$ cat config.mk
export PLATFORM = sky130hd
export DESIGN_NAME = wave_sample_conditioner
export DESIGN_NICKNAME = d
export VERILOG_FILES = /design/src/rtl/wave_cond_pkg.sv /design/src/rtl/wave_sample_conditioner_dc.sv /design/src/rtl/wave_sample_conditioner.sv
export SDC_FILE = /design/constraint.sdc
export NUM_CORES = 1
export LEC_CHECK = 0
export CAP_MARGIN = 20
export CORE_MARGIN = 5
export CORE_UTILIZATION = 40
export DETAILED_ROUTE_END_ITERATION = 6
export MAX_ROUTING_LAYER = met4
export PLACE_DENSITY = 0.61
export SYNTH_ARGS = -nofsm -noshare
export SYNTH_HDL_FRONTEND = slang
export SYNTH_SLANG_ARGS = --single-unit
$ cat constraint.sdc
create_clock -name clk -period 2.85 [get_ports clk]
set_input_delay 0.4275 -clock clk [delete_from_list [all_inputs] [get_ports clk]]
set_output_delay 0.4275 -clock clk [all_outputs]
set_load 0.02 [all_outputs]
$ cat src/rtl/wave_cond_pkg.sv
// Shared types and constants for the wave sample conditioner.
// Widths default to a 16-bit codec path with up to 8:1 box-car averaging.
package wave_cond_pkg;

    localparam int DEF_DATA_W   = 16;
    localparam int DEF_MAX_LOG2 = 3;
    localparam int ACC_W        = DEF_DATA_W + DEF_MAX_LOG2;

    typedef enum logic [1:0] {
        IDLE   = 2'd0,
        ACCUM  = 2'd1,
        FROZEN = 2'd2
    } cond_state_t;

    // Clamp a value carrying two extra sign bits back into the sample range.
    function automatic logic [DEF_DATA_W-1:0] sat_data(input logic [DEF_DATA_W+1:0] v);
        logic [DEF_DATA_W-1:0] r;
        if ((v[DEF_DATA_W+1:DEF_DATA_W-1] == 3'b000) || (v[DEF_DATA_W+1:DEF_DATA_W-1] == 3'b111))
            r = v[DEF_DATA_W-1:0];
        else if (v[DEF_DATA_W+1])
            r = {1'b1, {(DEF_DATA_W-1){1'b0}}};
        else
            r = {1'b0, {(DEF_DATA_W-1){1'b1}}};
        return r;
    endfunction

endpackage

$ cat src/rtl/wave_sample_conditioner_dc.sv
// wave_dc_tracker: running DC estimate (8 fractional bits) and the
// subtract/saturate path feeding the accumulator when DC blocking is built in.
module wave_dc_tracker
    import wave_cond_pkg::*;
#(
    parameter int DATA_W = DEF_DATA_W
) (
    input  logic              clk,
    input  logic              reset,
    input  logic              accept,
    input  logic [DATA_W-1:0] sample_in,
    output logic [DATA_W-1:0] sample_out
);

    localparam int DC_W = DATA_W + 8;

    logic signed [DC_W-1:0]   dc;
    logic signed [DC_W:0]     err;
    logic signed [DATA_W+1:0] diff;

    always_comb begin
        err        = {sample_in[DATA_W-1], sample_in, 8'b0} - {dc[DC_W-1], dc};
        diff       = {{2{sample_in[DATA_W-1]}}, sample_in} - {{2{dc[DC_W-1]}}, dc[DC_W-1:8]};
        sample_out = sat_data(diff);
    end

    // Only accepted samples move the estimate, so freeze holds it implicitly.
    always_ff @(posedge clk) begin
        if (reset)
            dc <= '0;
        else if (accept)
            dc <= dc + DC_W'(err >>> 8);
    end

endmodule

$ cat src/rtl/wave_sample_conditioner.sv
// Box-car decimator between the codec path and wave capture.
// Define WAVE_COND_DC_BLOCK_EN to subtract a tracked DC offset before averaging.
module wave_sample_conditioner
    import wave_cond_pkg::*;
#(
    parameter int DATA_W   = DEF_DATA_W,
    parameter int MAX_LOG2 = DEF_MAX_LOG2
) (
    input  logic                clk,
    input  logic                reset,
    input  logic                sample_in_valid,
    input  logic [DATA_W-1:0]   sample_in,
    input  logic [1:0]          decim_sel,
    input  logic                freeze,
    output logic                new_sample,
    output logic [DATA_W-1:0]   sample,
    output logic [MAX_LOG2:0]   block_count
);

    localparam int AW      = DATA_W + MAX_LOG2;
    localparam int CNT_W   = MAX_LOG2 + 1;
    localparam int SHIFT_W = $clog2(MAX_LOG2 + 1);

    cond_state_t state, next_state;

    logic signed [AW-1:0] acc, acc_in, acc_sum;
    logic [CNT_W-1:0]     count, cnt_sum, cnt_target;
    logic [SHIFT_W-1:0]   shift, k_sel, k_use;
    logic [DATA_W-1:0]    sample_used;
    logic                 accept, start, done;

`ifdef WAVE_COND_DC_BLOCK_EN
    wave_dc_tracker #(
        .DATA_W(DATA_W)
    ) u_dc_tracker (
        .clk       (clk),
        .reset     (reset),
        .accept    (accept),
        .sample_in (sample_in),
        .sample_out(sample_used)
    );
`else
    assign sample_used = sample_in;
`endif

    assign acc_in      = {{MAX_LOG2{sample_used[DATA_W-1]}}, sample_used};
    assign block_count = count;

    always_comb begin
        if (int'(decim_sel) > MAX_LOG2)
            k_sel = SHIFT_W'(MAX_LOG2);
        else
            k_sel = SHIFT_W'(decim_sel);
    end

    always_ff @(posedge clk) begin
        if (reset)
            state <= IDLE;
        else
            state <= next_state;
    end

    always_comb begin
        next_state = state;
        if (freeze) begin
            next_state = FROZEN;
        end else begin
            case (state)
                IDLE:    if (accept && !done) next_state = ACCUM;
                ACCUM:   if (done) next_state = IDLE;
                FROZEN:  next_state = IDLE;
                default: next_state = IDLE;
            endcase
        end
    end

    // The first valid of a block uses the live decim_sel; later ones the latched shift.
    always_comb begin
        accept     = sample_in_valid && !freeze && (state != FROZEN);
        start      = accept && (state == IDLE);
        k_use      = start ? k_sel : shift;
        acc_sum    = start ? acc_in : acc + acc_in;
        cnt_sum    = start ? CNT_W'(1) : count + CNT_W'(1);
        cnt_target = CNT_W'(1) << k_use;
        done       = accept && (cnt_sum == cnt_target);
    end

    always_ff @(posedge clk) begin
        if (reset) begin
            acc        <= '0;
            count      <= '0;
            shift      <= '0;
            sample     <= '0;
            new_sample <= 1'b0;
        end else begin
            new_sample <= 1'b0;
            if (freeze) begin
                acc   <= '0;
                count <= '0;
            end else if (accept) begin
                shift <= k_use;
                count <= cnt_sum;
                if (done) begin
                    acc        <= '0;
                    sample     <= DATA_W'(acc_sum >>> k_use);
                    new_sample <= 1'b1;
                end else begin
                    acc <= acc_sum;
                end
            end else if (state != ACCUM) begin
                // Completed block's count stays visible for the pulse cycle, then clears.
                count <= '0;
            end
        end
    end

endmodule
==> run summary, run 1 <==
buffers added on ports -> 42
number of placement rows -> 34
most common cell after layout, fill and taps aside -> sky130_fd_sc_hd__buf_4
Final Routed Wirelength -> 10900 um
buffering stage count on the worst path with inverters included -> 2
WL met2 -> 4950 um
antenna violations before repair -> 0
pre-CTS setup slack -> -390 ps
post-synthesis instance total -> 480
share of post-route cells with drive strength above 1 -> 23.6%
crit path cell chain -> clkdlybuf4s50_1 > ha_2 > a21o_1 > a221o_1 > a21oi_2 > o21ai_2 > buf_4 > a221oi_4 > mux2i_1 > or4_1 > a31oi_1
share of synthesized area occupied by flip-flops and latches -> 24.7%
synthesized cell area -> 3560 um2
uppermost layer routed -> met4
Routed met3 length -> 630 um
starting density of the core -> 40.8%
type of element capturing the critical path -> flop
yosys warns -> 0
cts hold-fix bufs -> 0
total power consumption of the routed design -> 0.00177 W
total number of vias -> 3863
highest-count cells in the layout ignoring fill and taps -> sky130_fd_sc_hd__buf_4 (85), sky130_fd_sc_hd__nor2_1 (64), sky130_fd_sc_hd__a21oi_1 (48), sky130_fd_sc_hd__nand2_1 (47), sky130_fd_sc_hd__dfxtp_1 (44)
count of inserted antenna diode cells -> 0
peak supply drop -> 0.000172 V
FF-to-FF Start -> acc[0]
area of the multi-input gates -> 2660 um2
Placeable Area -> 8720 um2
pin slew with the least headroom to its limit -> 735 ps
overflow left after global routing -> 0
first-pass GRT wire length -> 18100 um
number of global-route vias before repair -> 3620
GRT Total Usage -> 20.0%
floorplan die area -> 10900 um2
first drt pass iteration count -> 5
LEAKAGE -> 2.03 nW
post-detailed-route DRC marker count -> 0
die extent in y -> 104 um
number of cell instances on the worst register-to-register path -> 12
Clock Root Buffer -> sky130_fd_sc_hd__clkbuf_8
HPWL after detailed placement -> 8430 um
number of distinct standard cells referenced by the synthesized netlist -> 64
Worst Path Max Fanout -> 4
number of violations of the max-capacitance limit -> 0
worst hold start -> acc[14]
routed length per placed instance -> 15.8 um
Data arrival, critical path -> 3040 ps
final setup skew -> 13.8 ps
pin count of the biggest net entering global routing -> 28
First DRT Iteration DRCs -> 165
cell class contributing the biggest share of worst-path delay -> compound AO/OA/AOI/OAI gates
worst hold path depth -> 2
synthesized net count -> 522
antenna violation net count after detailed routing -> 0
worst max-slew margin expressed relative to the limit -> 50.8%
areal power density over the cells -> 357 nW/um2
clock insertion delay at the later pin of the skew report -> 310 ps
largest buffer count on any clock path -> 2
final layout net count -> 622
data required time at the worst endpoint -> 3080 ps
horizontal die dimension -> 104 um
TritonCTS clock tree -> done
H-Tree Level Count -> 2
capture point of the worst reg-to-reg path -> sample[9]
number of primary I/O pins -> 43
post-synthesis register bit count -> 44
CP max stage cell -> sky130_fd_sc_hd__clkdlybuf4s50_1
min cycle time layout -> 2810 ps
register cell area after layout -> 881 um2
proportion of synthesized flip-flops having asynchronous set or reset -> 0%
clock-pin slew reported for the worst setup and hold paths after clock tree synthesis -> 100 ps
number of enable-type register cells in the synthesized netlist -> 0
Slowest Stage Delay on Critical Path -> 470 ps
post-DR vias/cell -> 5.61
class of the most critical setup path -> in2reg
area overhead of the layout relative to synthesis -> 39.4%
crit path setup slack, layout -> 36.3 ps
highest clock frequency the design can meet -> 355 MHz
Startpoint Class -> primary input
most used flip-flop cell after synthesis -> sky130_fd_sc_hd__dfxtp_1
end point of the most critical hold path -> acc[14]
CTS buffer count -> 5
share of the clock period used by the worst path -> 98.7%
run status -> finished clean
Filler cells -> 815
metal1 wirelength -> 5250 um
reg-to-reg setup timing slack -> 170 ps
final number of setup-violating endpoints -> 0
Avg Synthesized Cell Area -> 7.42 um2
clock net sink count -> 44
type of the most critical hold path -> reg2reg
Hold Fails Final Rpt -> 0
max-slew violation count -> 0
routability-driven placement congestion ratio -> 0.933
[flip-flops by register name (all words and copies together) (netlist names)]
| name | flops |
|---|---|
| acc | 19 |
| sample | 16 |
| block_count | 4 |
| shift | 2 |
| state | 2 |
| new_sample | 1 |
[cell families after synthesis]
family,Yosys count,synth area share [%]
AO/OA/AOI/OAI,155,29.2
adder cells (fa/ha/maj),20,7.24
XOR/XNOR,13,3.20
AND/OR/NAND/NOR,184,24.8
multiplexers,17,4.85
buffers and inverters,47,6.01
flip-flops,44,24.7
[worst max path at each step]
stage               slack [ps]           from  cells past startpoint          to
global placement          -340   sample_in[0]                     13     acc[18]
CTS                          1   sample_in[0]                     12  sample[12]
detailed placement        -390   sample_in[0]                     13     acc[18]
finish                      40   sample_in[8]                     11     acc[18]
floorplan                  230  sample_in[12]                     10     acc[18]
global route               -10   sample_in[8]                     11   sample[9]
[report_power, final]
part,internal [W],switching [W]
clock network,0.000287,0.000241
logic,0.000279,0.000312
registers,0.000638,0.0000173
total,0.00120,0.000570
[metrics by stage]
step / cells / utilization (%) / instance area [um2] / hold slack [ps] / TNS (ps)
finish: 689 / 56.9 / 4970 / 465 / 0
detailed placement: 677 / 53.0 / 4620 / 454 / -7050
global placement: 677 / 53.0 / 4620 / 445 / -6050
floorplan: 480 / - / 3560 / 436 / 0
CTS: 685 / 54.6 / 4760 / 467 / 0
global route: 689 / 56.9 / 4970 / 503 / -13.5
[synthesized netlist by cell type, types with 3 or more instances]
cell,count,area share (%)
sky130_fd_sc_hd__nand3_1,15,2.1
sky130_fd_sc_hd__a211oi_1,8,1.7
sky130_fd_sc_hd__dfxtp_1,44,25
sky130_fd_sc_hd__o21a_1,6,1.3
sky130_fd_sc_hd__o21ai_0,23,3.2
sky130_fd_sc_hd__and3_1,4,0.70
sky130_fd_sc_hd__inv_1,10,1.1
sky130_fd_sc_hd__ha_1,19,6.7
sky130_fd_sc_hd__a211o_1,4,0.98
sky130_fd_sc_hd__nand2b_1,3,0.53
sky130_fd_sc_hd__a21o_1,6,1.3
sky130_fd_sc_hd__o31ai_1,5,1.1
sky130_fd_sc_hd__clkbuf_1,19,2.0
sky130_fd_sc_hd__nor2_1,65,6.8
sky130_fd_sc_hd__or4_1,3,0.63
sky130_fd_sc_hd__xor2_1,8,2.0
sky130_fd_sc_hd__o211ai_1,7,1.5
sky130_fd_sc_hd__or2_2,3,0.53
sky130_fd_sc_hd__nand4_1,5,0.88
sky130_fd_sc_hd__a22oi_1,9,1.9
sky130_fd_sc_hd__a221o_1,3,0.84
sky130_fd_sc_hd__mux2i_1,15,4.2
sky130_fd_sc_hd__a21boi_0,3,0.63
sky130_fd_sc_hd__a31oi_1,8,1.4
sky130_fd_sc_hd__a21oi_1,48,6.7
sky130_fd_sc_hd__a311oi_1,7,1.7
sky130_fd_sc_hd__or3_1,5,0.88
sky130_fd_sc_hd__buf_2,12,1.7
sky130_fd_sc_hd__nor2b_1,6,1.1
sky130_fd_sc_hd__xnor2_1,5,1.2
sky130_fd_sc_hd__nand2_1,47,5.0
sky130_fd_sc_hd__nor3_1,14,2.0
[cell type report]
class                      instances  share of cell area (%)
timing repair buffer             130                    22.8
sequential                        44                    17.7
clock inverter                     2                   0.781
tap                              108                    2.72
multi-input combinational        389                    53.5
clock buffer                       6                    1.66
inverter                          10                   0.756
[timing repair]
action / 4_1_cts / 5_1_grt
endpoints found under the setup margin: 11 / 21
pin swaps: 3 / 21
resized for setup: 6 / 33
buffers inserted: 0 / 4
[worst register-to-register path, stage by stage, from the launching register on]
cell and delay (ps):
sky130_fd_sc_hd__dfxtp_1 350, sky130_fd_sc_hd__ha_2 180, sky130_fd_sc_hd__inv_1 60, sky130_fd_sc_hd__fa_2 410, sky130_fd_sc_hd__nor2b_4 130, sky130_fd_sc_hd__o31ai_2 70, sky130_fd_sc_hd__a31o_2 270, sky130_fd_sc_hd__a211o_1 330
sky130_fd_sc_hd__buf_4 150, sky130_fd_sc_hd__xnor2_2 130, sky130_fd_sc_hd__a211o_1 290, sky130_fd_sc_hd__o21ai_1 100, sky130_fd_sc_hd__a211oi_1 90
[per-layer routing]
metal	GRT usage [%]	vias to the layer above
li1	-	1964
met1	28.6	1790
met2	30.4	103
met3	2.48	6
met4	3.89	0
met5	-	-
(Power assumes the default switching activity.)
==> run 2, diff against run 1 <==
--- a/config.mk
+++ b/config.mk
@@ -11,6 +11,7 @@
 export DETAILED_ROUTE_END_ITERATION = 6
 export MAX_ROUTING_LAYER = met4
 export PLACE_DENSITY = 0.61
+export REMOVE_ABC_BUFFERS = 1
 export SYNTH_ARGS = -nofsm -noshare
 export SYNTH_HDL_FRONTEND = slang
 export SYNTH_SLANG_ARGS = --single-unit
==> run summary, run 2 (synthesis results as in run 1) <==
run status -> finished clean
antenna violations before repair -> 0
number of global-route vias before repair -> 3700
fraction of the core area covered by cells at the end of the flow -> 57.3%
Finished Layout Cells -> 698
First DRT Iteration DRCs -> 182
TNS Setup -> 0 ps
highest clock frequency the design can meet -> 364 MHz
TritonCTS clock tree -> done
overflow left after global routing -> 0
pin count of the biggest net entering global routing -> 23
unrepaired setup endpoints after global routing -> false
total power consumption of the routed design -> 0.00177 W
H-Tree Level Count -> 2
areal power density over the cells -> 354 nW/um2
count of inserted antenna diode cells -> 0
final number of setup-violating endpoints -> 0
GRT Total Usage -> 20.3%
routability-driven placement congestion ratio -> 0.923
Worst Path Max Fanout -> 6
clock-pin slew reported for the worst setup and hold paths after clock tree synthesis -> 90 ps
pre-CTS setup slack -> -397 ps
LEAKAGE -> 2.09 nW
starting density of the core -> 40.8%
area of the multi-input gates -> 2650 um2
die extent in y -> 104 um
post-detailed-route DRC marker count -> 0
area overhead of the layout relative to synthesis -> 40.3%
worst max-slew margin expressed relative to the limit -> 48.2%
horizontal die dimension -> 104 um
floorplan die area -> 10900 um2
first-pass GRT wire length -> 18100 um
Placeable Area -> 8720 um2
most common cell after layout, fill and taps aside -> sky130_fd_sc_hd__buf_4
post-DR vias/cell -> 5.62
Hold Fails Final Rpt -> 0
total number of vias -> 3923
final layout net count -> 631
type of the most critical hold path -> reg2reg
CP max stage cell -> sky130_fd_sc_hd__clkdlybuf4s50_1
first drt pass iteration count -> 5
min cycle time layout -> 2740 ps
share of the clock period used by the worst path -> 96.3%
number of violations of the max-capacitance limit -> 0
largest buffer count on any clock path -> 2
Clock Root Buffer -> sky130_fd_sc_hd__clkbuf_8
peak supply drop -> 0.000196 V
routed length per placed instance -> 16.0 um
register cell area after layout -> 882 um2
largest reg by FF count -> acc
crit path setup slack, layout -> 105 ps
Startpoint Class -> primary input
Final Routed Wirelength -> 11200 um
share of post-route cells with drive strength above 1 -> 24.6%
buffers added on ports -> 42
# placed instances -> 686
Filler cells -> 823
clock net sink count -> 44
pin slew with the least headroom to its limit -> 777 ps
Data arrival, critical path -> 2980 ps
flip-flop count of the largest register after layout -> 19
class of the most critical setup path -> in2reg
clock insertion delay at the later pin of the skew report -> 310 ps
data required time at the worst endpoint -> 3080 ps
number of primary I/O pins -> 43
number of placement rows -> 34
antenna violation net count after detailed routing -> 0
highest-count cells in the layout ignoring fill and taps -> sky130_fd_sc_hd__buf_4 (97), sky130_fd_sc_hd__nor2_1 (63), sky130_fd_sc_hd__a21oi_1 (48), sky130_fd_sc_hd__nand2_1 (47), sky130_fd_sc_hd__dfxtp_1 (43)
type of element capturing the critical path -> flop
crit path cell chain -> clkdlybuf4s50_1 > ha_2 > a21oi_1 > a31o_2 > o21ai_2 > buf_4 > a221oi_4 > mux2i_1 > or4_1 > a31oi_1
HPWL after detailed placement -> 8750 um
Slowest Stage Delay on Critical Path -> 490 ps
CTS buffer count -> 5
max-slew violation count -> 0
final setup skew -> 12.3 ps
[run 2: critical path, delay by kind of cell]
kind                       cells  cell delay, ps
AOI/OAI and AO/OA              5            1070
adders and majority gates      1             320
buffers and inverters          2             650
muxes                          1             110
and+or+nand+nor                1             400
[run 2: area by class of cell]
class / instances / share of cell area, %
Timing Repair Buffer: 139 / 23.4
Inverter: 10 / 0.751
Clock inverter: 2 / 0.776
Tap cell: 108 / 2.70
Sequential cell: 44 / 17.7
Clock buffer: 6 / 1.65
Multi-Input combinational cell: 389 / 53.1
[run 2: stage by stage]
stage / cell area [um2] / hold WS, ps
2_1_floorplan: 3390 / 436
3_3_place_gp: 4650 / 447
3_5_place_dp: 4650 / 455
4_1_cts: 4830 / 468
5_1_grt: 5000 / 506
6_report: 5000 / 491
[run 2: path summary, 6_finish.rpt]
path                      from      end  slack (ps)  cells after the start
setup / recovery  sample_in[5]  acc[18]         110                     10
hold / removal         acc[14]  acc[14]         490                      2
setup reg to reg        acc[0]  acc[18]         190                     12
hold reg to reg        acc[14]  acc[14]         490                      2
[run 2: power by group]
group / internal [W] / leakage (nW) / switching, W / total [W]
Sequential: 0.000638 / 0.358 / 0.0000176 / 0.000655
Combinational: 0.000276 / 1.67 / 0.000311 / 0.000587
Clock: 0.000287 / 0.0614 / 0.000240 / 0.000527
[run 2: repair_timing]
item	in CTS	in global routing
setup buffers	2	2
hold buffers	0	0
gates resized for setup	13	29
pin swaps	11	13
setup endpoints to repair	8	22
[run 2: layer usage]
| metal | global-route usage [%] | routed length [um] |
|---|---|---|
| met2 | 30.6 | 4890 |
| met1 | 28.3 | 5550 |
| met3 | 3.41 | 559 |
| met4 | 5.00 | 202 |
| met5 | - | 0 |
==> run 3, diff against run 2 <==
--- a/config.mk
+++ b/config.mk
@@ -11,6 +11,7 @@
 export DETAILED_ROUTE_END_ITERATION = 6
 export MAX_ROUTING_LAYER = met4
 export PLACE_DENSITY = 0.61
+export RECOVER_POWER = 100
 export REMOVE_ABC_BUFFERS = 1
 export SYNTH_ARGS = -nofsm -noshare
 export SYNTH_HDL_FRONTEND = slang
==> run summary, run 3 (synthesis results as in run 1) <==
First DRT Iteration DRCs -> 171
class of the most critical setup path -> in2reg
areal power density over the cells -> 353 nW/um2
post-DR vias/cell -> 5.61
die extent in y -> 104 um
post-detailed-route DRC marker count -> 0
largest reg by FF count -> acc
number of global-route vias before repair -> 3700
type of element capturing the critical path -> flop
antenna violation net count after detailed routing -> 0
HPWL after detailed placement -> 8750 um
number of placement rows -> 34
Worst Path Max Fanout -> 6
floorplan die area -> 10900 um2
Clock Root Buffer -> sky130_fd_sc_hd__clkbuf_8
critical path depth -> 10
routability-driven placement congestion ratio -> 0.923
unrepaired setup endpoints after global routing -> false
data required time at the worst endpoint -> 3080 ps
number of cell instances on the worst register-to-register path -> 12
horizontal die dimension -> 104 um
cell class contributing the biggest share of worst-path delay -> compound AO/OA/AOI/OAI gates
Slowest Stage Delay on Critical Path -> 490 ps
highest clock frequency the design can meet -> 364 MHz
Hold Fails Final Rpt -> 0
grt peak-use layer -> met2
max-slew violation count -> 0
first drt pass iteration count -> 5
largest buffer count on any clock path -> 2
worst hold-check slack -> 491 ps
met3 capacity usage during global routing -> 3.41%
clock net sink count -> 44
share of the clock period used by the worst path -> 96.3%
H-Tree Level Count -> 2
Placeable Area -> 8720 um2
global-route track usage on met2 -> 30.6%
FF-to-FF Start -> acc[0]
final number of setup-violating endpoints -> 0
capture point of the worst reg-to-reg path -> acc[18]
crit path setup slack, layout -> 105 ps
buffers added on ports -> 42
worst max-slew margin expressed relative to the limit -> 47.7%
number of primary I/O pins -> 43
reg-to-reg setup timing slack -> 190 ps
end point of the most critical hold path -> acc[14]
buffering stage count on the worst path with inverters included -> 2
Filler cells -> 832
Final Routed Wirelength -> 11200 um
pin slew with the least headroom to its limit -> 785 ps
CTS buffer count -> 5
pin count of the biggest net entering global routing -> 23
worst hold start -> acc[14]
clock-pin slew reported for the worst setup and hold paths after clock tree synthesis -> 80 ps
final setup skew -> 13.5 ps
peak supply drop -> 0.000194 V
pre-CTS setup slack -> -397 ps
worst hold path depth -> 2
highest-count cells in the layout ignoring fill and taps -> sky130_fd_sc_hd__buf_4 (89), sky130_fd_sc_hd__nor2_1 (63), sky130_fd_sc_hd__a21oi_1 (48), sky130_fd_sc_hd__nand2_1 (47), sky130_fd_sc_hd__dfxtp_1 (43)
TritonCTS clock tree -> done
final layout net count -> 631
Startpoint Class -> primary input
type of the most critical hold path -> reg2reg
run status -> finished clean
antenna violations before repair -> 0
starting density of the core -> 40.8%
LEAKAGE -> 2.13 nW
CP max stage cell -> sky130_fd_sc_hd__clkdlybuf4s50_1
crit path cell chain -> clkdlybuf4s50_1 > ha_2 > a21oi_1 > a31o_2 > o21ai_2 > buf_4 > a221oi_4 > mux2i_1 > or4_1 > a31oi_1
Data arrival, critical path -> 2980 ps
number of violations of the max-capacitance limit -> 0
share of post-route cells with drive strength above 1 -> 23.4%
overflow left after global routing -> 0
area overhead of the layout relative to synthesis -> 39.6%
first-pass GRT wire length -> 18100 um
total number of vias -> 3914
clock insertion delay at the later pin of the skew report -> 310 ps
GRT Total Usage -> 20.3%
cts hold-fix bufs -> 0
routed length per placed instance -> 16.0 um
flip-flop count of the largest register after layout -> 19
most common cell after layout, fill and taps aside -> sky130_fd_sc_hd__buf_4
met1 capacity usage during global routing -> 28.3%
min cycle time layout -> 2740 ps
count of inserted antenna diode cells -> 0
==> run 3: power breakdown <==
part | switching [W] | leakage [nW] | internal, W
registers | 0.0000169 | 0.358 | 0.000638
clock network | 0.000240 | 0.0614 | 0.000287
logic | 0.000310 | 1.71 | 0.000262
total | 0.000567 | 2.13 | 0.00119
==> run 3: metal layers <==
| layer | wire length (um) | part of all wire (%) |
|---|---|---|
| met1 | 5480 | 49 |
| met3 | 621 | 5.6 |
| met5 | 0 | 0 |
| met2 | 4860 | 44 |
| met4 | 202 | 1.8 |
==> run 3: cell type report <==
type | count | area [um2] | area share, %
sequential | 44 | 882 | 17.7
clock buffer | 6 | 82.6 | 1.66
inverter | 10 | 37.5 | 0.755
tap | 108 | 135 | 2.72
clock inverter | 2 | 38.8 | 0.780
multi-input combinational | 389 | 2650 | 53.4
timing repair buffer | 139 | 1140 | 23.0
==> run 3: worst max path at each step <==
stage,endpoint,startpoint,slack (ps)
6_report,acc[18],sample_in[5],110
2_1_floorplan,sample[0],freeze,-630
3_3_place_gp,sample[15],sample_in[0],-370
4_1_cts,sample[9],sample_in[1],2
5_1_grt,sample[3],sample_in[0],2
3_5_place_dp,acc[18],sample_in[0],-400
==> run 3: what timing repair did <==
action	4_1_cts	5_1_grt
resized for setup	13	29
endpoints found under the setup margin	8	22
buffers inserted	2	2
pin swaps	11	13
==> run 3: worst min-delay path, cell delays in order, from the launching register on <==
cell,delay [ps]
sky130_fd_sc_hd__dfxtp_1,340
sky130_fd_sc_hd__nand2_1,60
sky130_fd_sc_hd__a21oi_1,50
==> run 3: through the flow <==
step	total power [W]	util (%)	cell area, um2	std cells	setup TNS (ps)
3_5_place_dp	0.00123	53.3	4650	686	-6800
6_report	0.00175	57.0	4970	698	0
3_3_place_gp	0.00123	53.3	4650	686	-5670
4_1_cts	0.00176	55.4	4830	696	0
2_1_floorplan	0.000949	-	3390	443	-8410
5_1_grt	0.00185	57.0	4970	698	0
